$ cat src/rtl/ex_ctrl.sv
// EX-stage sequencer: takes one decoded op from ID, drives ALU/TF/DM controls, owns O/S/C/Z, hands one result to WB.
// Latency: 2 cycles for non-memory ops, 2 + DM_LAT for loads/stores (handshake to WB result, wb_ready held high).
// Backpressure: id_ready low outside IDLE and WB+wb_ready; WB fields hold while wb_valid && !wb_ready. EX_CTRL_STALL_CNT_EN adds stall_cnt.
module ex_ctrl #(
    parameter int DM_LAT = 2,
    parameter int RD_W   = 4
) (
    input  logic            CLK,
    input  logic            RESET,
    input  logic            id_valid,
    output logic            id_ready,
    input  logic [4:0]      id_OP_ALU,
    input  logic [2:0]      id_OP_TF,
    input  logic [2:0]      id_cond,
    input  logic            id_S_MXSE,
    input  logic            id_W_DM,
    input  logic            id_R_DM,
    input  logic            id_W_RF,
    input  logic            id_W_FLAGS,
    input  logic [RD_W-1:0] id_rd,
    input  logic            alu_O,
    input  logic            alu_S,
    input  logic            alu_C,
    input  logic            alu_Z,
    input  logic            tf_out,
    output logic [4:0]      uc_OP_ALU,
    output logic [2:0]      uc_OP_TF,
    output logic [2:0]      tf_cond,
    output logic            uc_S_MXSE,
    output logic            uc_W_DM,
    output logic            rf_O,
    output logic            rf_S,
    output logic            rf_C,
    output logic            rf_Z,
    output logic            wb_valid,
    input  logic            wb_ready,
    output logic            wb_W_RF,
    output logic [RD_W-1:0] wb_rd,
    output logic            wb_sel,
    output logic            br_taken
`ifdef EX_CTRL_STALL_CNT_EN
    ,
    output logic [15:0]     stall_cnt
`endif
);

    typedef enum logic [1:0] {IDLE, EXEC, MEM, WB} state_t;

    localparam logic [3:0] MEM_LOAD = 4'(DM_LAT - 1);

    state_t     state;
    logic [3:0] mem_cnt;
    logic       op_w_dm;
    logic       op_r_dm;
    logic       op_w_flags;
    logic       accept;

    // WB releases the slot in the same cycle it retires, so a waiting op enters EXEC with no bubble.
    assign id_ready = (state == IDLE) || ((state == WB) && wb_ready);
    assign accept   = id_valid && id_ready;

    always_ff @(posedge CLK or posedge RESET) begin
        if (RESET) begin
            state      <= IDLE;
            mem_cnt    <= 4'd0;
            op_w_dm    <= 1'b0;
            op_r_dm    <= 1'b0;
            op_w_flags <= 1'b0;
            uc_OP_ALU  <= 5'd0;
            uc_OP_TF   <= 3'd0;
            tf_cond    <= 3'd0;
            uc_S_MXSE  <= 1'b0;
            uc_W_DM    <= 1'b0;
            rf_O       <= 1'b0;
            rf_S       <= 1'b0;
            rf_C       <= 1'b0;
            rf_Z       <= 1'b0;
            wb_valid   <= 1'b0;
            wb_W_RF    <= 1'b0;
            wb_rd      <= '0;
            wb_sel     <= 1'b0;
            br_taken   <= 1'b0;
        end else begin
            if (accept) begin
                uc_OP_ALU  <= id_OP_ALU;
                uc_OP_TF   <= id_OP_TF;
                tf_cond    <= id_cond;
                uc_S_MXSE  <= id_S_MXSE;
                op_w_dm    <= id_W_DM;
                op_r_dm    <= id_R_DM;
                op_w_flags <= id_W_FLAGS;
                wb_W_RF    <= id_W_RF;
                wb_rd      <= id_rd;
                // A store wins over a simultaneous load, so only a pure load returns dm_Q.
                wb_sel     <= id_R_DM && !id_W_DM;
            end

            case (state)
                IDLE: begin
                    if (id_valid) state <= EXEC;
                end
                EXEC: begin
                    if (op_w_flags) begin
                        rf_O <= alu_O;
                        rf_S <= alu_S;
                        rf_C <= alu_C;
                        rf_Z <= alu_Z;
                    end
                    br_taken <= tf_out;
                    if (op_w_dm || op_r_dm) begin
                        state   <= MEM;
                        mem_cnt <= MEM_LOAD;
                        uc_W_DM <= op_w_dm;
                    end else begin
                        state    <= WB;
                        wb_valid <= 1'b1;
                    end
                end
                MEM: begin
                    uc_W_DM <= 1'b0;
                    if (mem_cnt == 4'd0) begin
                        state    <= WB;
                        wb_valid <= 1'b1;
                    end else begin
                        mem_cnt <= mem_cnt - 4'd1;
                    end
                end
                WB: begin
                    if (wb_ready) begin
                        wb_valid <= 1'b0;
                        state    <= id_valid ? EXEC : IDLE;
                    end
                end
                default: state <= IDLE;
            endcase
        end
    end

`ifdef EX_CTRL_STALL_CNT_EN
    always_ff @(posedge CLK or posedge RESET) begin
        if (RESET) begin
            stall_cnt <= 16'd0;
        end else if (id_valid && !id_ready && (stall_cnt != 16'hFFFF)) begin
            stall_cnt <= stall_cnt + 16'd1;
        end
    end
`endif

endmodule
$ cat config.mk
export PLATFORM = sky130hd
export DESIGN_NAME = ex_ctrl
export DESIGN_NICKNAME = d
export VERILOG_FILES = /design/src/rtl/ex_ctrl.sv
export SDC_FILE = /design/constraint.sdc
export NUM_CORES = 1
export LEC_CHECK = 0
export CORE_MARGIN = 3
export CORE_UTILIZATION = 34
export CTS_BUF_LIST = sky130_fd_sc_hd__clkbuf_2
export DETAILED_ROUTE_END_ITERATION = 12
export REMOVE_ABC_BUFFERS = 1
export SYNTH_ARGS = -nofsm -noshare
export SYNTH_HDL_FRONTEND = slang
export SYNTH_SLANG_ARGS = --single-unit
export TNS_END_PERCENT = 5
$ cat constraint.sdc
create_clock -name CLK -period 2.6 [get_ports CLK]
set_input_delay 0.52 -clock CLK [delete_from_list [all_inputs] [get_ports CLK]]
set_output_delay 0.52 -clock CLK [all_outputs]
set_load 0.01 [all_outputs]
**Word level (Yosys, flattened, before mapping)**

Index checks and enable logic that the tools add are counted.
W data, S select, Z words.

- Output and inout port bits: 26
- Register bits: 34

- Reductions and logical operators: 15
- Multiplexer cells: 15
- $add $sub $neg: 1
- Eq/ne operators: 9

Operators with widths:

| kind | count |
|---|---|
| $ne A2 B2 Y1 const B | 6 |
| $mux W4 | 2 |
| $pmux W2 S4 | 1 |
| $pmux W4 S2 | 1 |
| $mux W1 | 6 |
| $mux W2 | 3 |
| $reduce_and A3 Y1 | 2 |
| $eq A2 B2 Y1 const B | 2 |
| $logic_not A4 Y1 | 1 |
| $reduce_and A2 Y1 | 2 |
| $reduce_and A4 Y1 | 1 |
| $sub A4 B1 Y4 const B | 1 |
| $logic_and A1 B1 Y1 | 3 |
| $pmux W1 S3 | 1 |
| $reduce_bool A3 Y1 | 1 |
| $eq A2 B1 Y1 const B | 1 |
| $logic_not A2 Y1 | 1 |
| $logic_or A1 B1 Y1 | 2 |
| $pmux W1 S2 | 1 |
| $reduce_bool A2 Y1 | 1 |
| $logic_not A1 Y1 | 1 |

**Depth between registers and ports, before layout**

- Depth in word-level cells: 4
- Depth in mapped cells: 6
- Mapped depth without buffers: 5

**Worst setup path before layout**

OpenSTA, ideal clock, no wires.

- Kind: register to register
- From: register mem_cnt[0]
- To: register state[1]
- Buffers on the path: 1
- Arrival time: 1,700 ps
- Cell stages (with the launch flop): 7
- Setup time: 128 ps
- Period minus slack after synthesis: 1,828 ps
- Slack: 772 ps
- Cell sequence: dfrtp_1 -> inv_1 -> ha_1 -> or3b_1 -> buf_6 -> a221oi_4 -> mux2_1

- Cells in the longest elaborated chain, start to end: 3

Ends and longest elaborated chain:

| element | line | text |
|---|---|---|
| start, declared | 52 | `logic [3:0] mem_cnt;` |
| start signal, assigned | 125 | `mem_cnt <= mem_cnt - 4'd1;` |
| $logic_not A4 Y1 | 121 | `if (mem_cnt == 4'd0) begin` |
| $ne A2 B2 Y1 (no source line) | n/a |  |
| $reduce_and A3 Y1 (no source line) | n/a |  |
| end signal, assigned | 131 | `state <= id_valid ? EXEC : IDLE;` |
| end, declared | 51 | `state_t state;` |

No other way between the ends.
A chain may end at the register's enable or synchronous reset.

**Final worst setup path**

- From: register state[0]
- To: output id_ready

- Cells in the longest elaborated chain, start to end: 3
- Elaborated cells on any way between the ends: 4
- Classes of those cells: eq/ne (1); reduce/logical (3)

Ends and longest elaborated chain:

| element | line | text |
|---|---|---|
| $eq A2 B2 Y1 | 59 | `assign id_ready = (state == IDLE) \|\| ((state == WB) && wb_ready);` |
| $logic_and A1 B1 Y1 | 59 |  |
| $logic_or A1 B1 Y1 (*) | 59 |  |
| end, declared | 11 | `output logic id_ready,` |

Every way passes the cells marked *; elsewhere a longest branch is shown, timed or not.

==> flow_summary.yaml <==
worst_hold_path:
  hold_path.class: "reg2reg"
  whs_path_depth: 1
  hold_start: "uc_OP_ALU[1]$_DFFE_PP0P_"
  hold_end: "uc_OP_ALU[1]$_DFFE_PP0P_"
yosys:
  yosys_warnings: 0
  ys_ff_latch: 34
  netlist.area_leader.share_pct: 53.9
  syn_inst: 116
  syn-mean-instance-area_um2: 13.6
  synthAdderAreaFrac_pct: 5.55
  synth-edff-count: 0
  synth.area.top_cells: "dfrtp_1 (54%), mux2_2 (17%), ha_1 (5.5%)"
  synth_compound_area_share_pct: 10.4
  synth_most_common_cell: "dfrtp_1"
  yosys.area_share.xor_xnor_pct: 0
  synthesis.area_um2: 1580
  ys_seq_area_share_pct: 53.9
  synthArstFlopShare_pct: 100
  synth_ff_type: "dfrtp_1"
  ys_types: 30
  synth-simple-area-share_pct: 6.18
  synthMuxAreaShare_pct: 20.5
  synth_commonest_cells: "dfrtp_1 (34), mux2_2 (24), inv_1 (8)"
  yosysTopAreaCell: "dfrtp_1"
  synth_top_family_by_area: "multiplexers"
clock_tree:
  cts_root_buf: "clkbuf_2"
  cts_htree_levels: 2
  cts_tree: "yes"
  clock_tree.buffer_depth: 2
  clk_latency_ps: 350
  post_cts_buffers: 0
  path_clk_slew_ps: 160
  cts_sinks: 34
  cts_hold_buf: 0
  cts-buffers-inserted: 5
  post_cts_resize_count: 0
sta:
  rsz0062_at_grt: "false"
  fin_setup_tns_ps: 0
  relSlewSlack_pct: 65.2
  slew_violations: 0
  final.setup_skew_ps: 12.2
  worst_pin_slew_ps: 521
  min_period_over_period_pct: 90.4
  hold_violations: 0
  setup_ws_ps: 251
  fmax_mhz: 426
  finalSetupViolCount: 0
  period_needed_ps: 2350
die:
  fp.dieArea_um2: 5500
  start_util_pct: 35.8
  io_pins: 55
  die_x_um: 74.2
  die_y_um: 74.2
  core_um2: 4410
  rows: 24
global_route:
  gr-total-overflow: 0
  grt_pass1_wl_um: 5610
  grt_antenna_before_repair: 0
  grt_max_degree: 35
  first_global_vias: 1225
  track_usage_pct: 13.3
setup_path:
  r2r_start: "mem_cnt[0]$_DFFE_PP0P_"
  arrival_ps: 1830
  critical_path_class: "reg2out"
  crit_chain: "inv_1 -> ha_1 -> a21o_1 -> clkdlybuf4s50_1"
  startpoint_type: "flip-flop"
  cp_slowest_stage_delay_ps: 540
  slowest_stage: "clkdlybuf4s50_1"
  cp_max_fo: 4
  endpoint_kind: "primary output"
  reg2reg_slack_ps: 560
  r2r.worst_path.cells: 5
  reg2reg_to: "state[1]$_DFFE_PP0P_"
  worstPathRequired_ps: 2080
cells_and_area:
  fin_cells: 227
  n_antenna_cell: 0
  fin_area_um2: 2210
  nets: 211
  drive_above_1_share_pct: 20.0
  syn_to_final_growth_pct: 39.9
detailed_routing:
  first_iter_violations: 40
  wl_per_cell_um: 14.6
  routed_wl_um: 3310
  remaining_drc_errors: 0
  via_per_inst: 4.88
  ant_nets: 0
  vias: 1107
  firstDrtPassIters: 4
power:
  ir_worst_vdd_mv: 0.526
  p_leak_nw: 0.948
  cellPowerDensity_nw_per_um2: 1150
run_status:
  outcome: "completed"
placed_design:
  postPlaceCellArea_um2: 2170
  dp_slack_ps: 390
  gp_congestion: 0.734
  dp_hpwl_um: 2480
  io_buffers: 54
  placedCellCount: 220
flow_run:
  maxCapViolCount: 0
==> how the worst max path moves through the flow <==
stage                              start             endpoint  slack (ps)  cells after the start
floorplan           state[0]$_DFFE_PP0P_  op_r_dm$_DFFE_PP0P_         730                      5
global placement                wb_ready             id_ready         430                      3
detailed placement              wb_ready             id_ready         390                      3
CTS                 state[0]$_DFFE_PP0P_             id_ready         190                      4
global route        state[0]$_DFFE_PP0P_             id_ready         100                      4
finish              state[0]$_DFFE_PP0P_             id_ready         250                      4
==> area by class of cell <==
class	instances	area, um2
fillers	386	2200
flip-flops and latches	34	851
multi-input cells	70	673
repair buffers	56	556
well taps	52	65.1
clock buffers	7	35.0
inverters	8	30.0
==> state kept, by name (all words and copies together), names as in the netlist, 2 cells and up <==
signal	count
uc_OP_ALU	5
mem_cnt	4
state	2
uc_OP_TF	3
wb_rd	4
tf_cond	3
==> where the power goes <==
group	internal, mW	total [mW]	switching (mW)
registers	0.786	0.950	0.164
logic	0.809	1.37	0.561
clock network	0.0702	0.227	0.157
==> worst max-delay path, delay by kind of cell (launching register included) <==
family	cells	cell delay (ps)
flops	1	430
fa+ha+maj	1	240
compound gates	1	140
buf+inv	2	670
==> placed cells by master, fill, tap and decap left out, types with 3 or more instances in the layout <==
cell and count:
o21ai_0 6, nor2b_1 3, dfrtp_1 34, mux2_1 3, inv_1 8, mux2_2 24
clkdlybuf4s50_1 54, ha_1 7, nand2_1 3, clkbuf_2 7
==> routing by layer <==
layer / share of wire (%) / routed length, um / global-route usage [%]
met5: 0 / 0 / 0
met2: 47 / 1560 / 21.3
met3: 11 / 357 / 7.70
met4: 1.5 / 51 / 4.83
met1: 40 / 1340 / 14.8
==> stage by stage <==
step	hold WS, ps	util [%]	power (mW)
3_3_place_gp	476	49.3	2.28
5_1_grt	542	50.1	2.74
2_1_floorplan	479	-	1.72
6_report	523	50.1	2.55
4_1_cts	513	50.1	2.59
3_5_place_dp	483	49.3	2.34
==> cells by family (layout without fill, tap and decap cells) <==
kind of cell	after synthesis	after routing
AO/OA/AOI/OAI	18	18
adder cells (fa/ha/maj)	7	7
buffers and inverters	12	71
flip-flops	34	34
multiplexers	29	29
AND/OR/NAND/NOR	16	16
(Power assumes the default switching activity.)
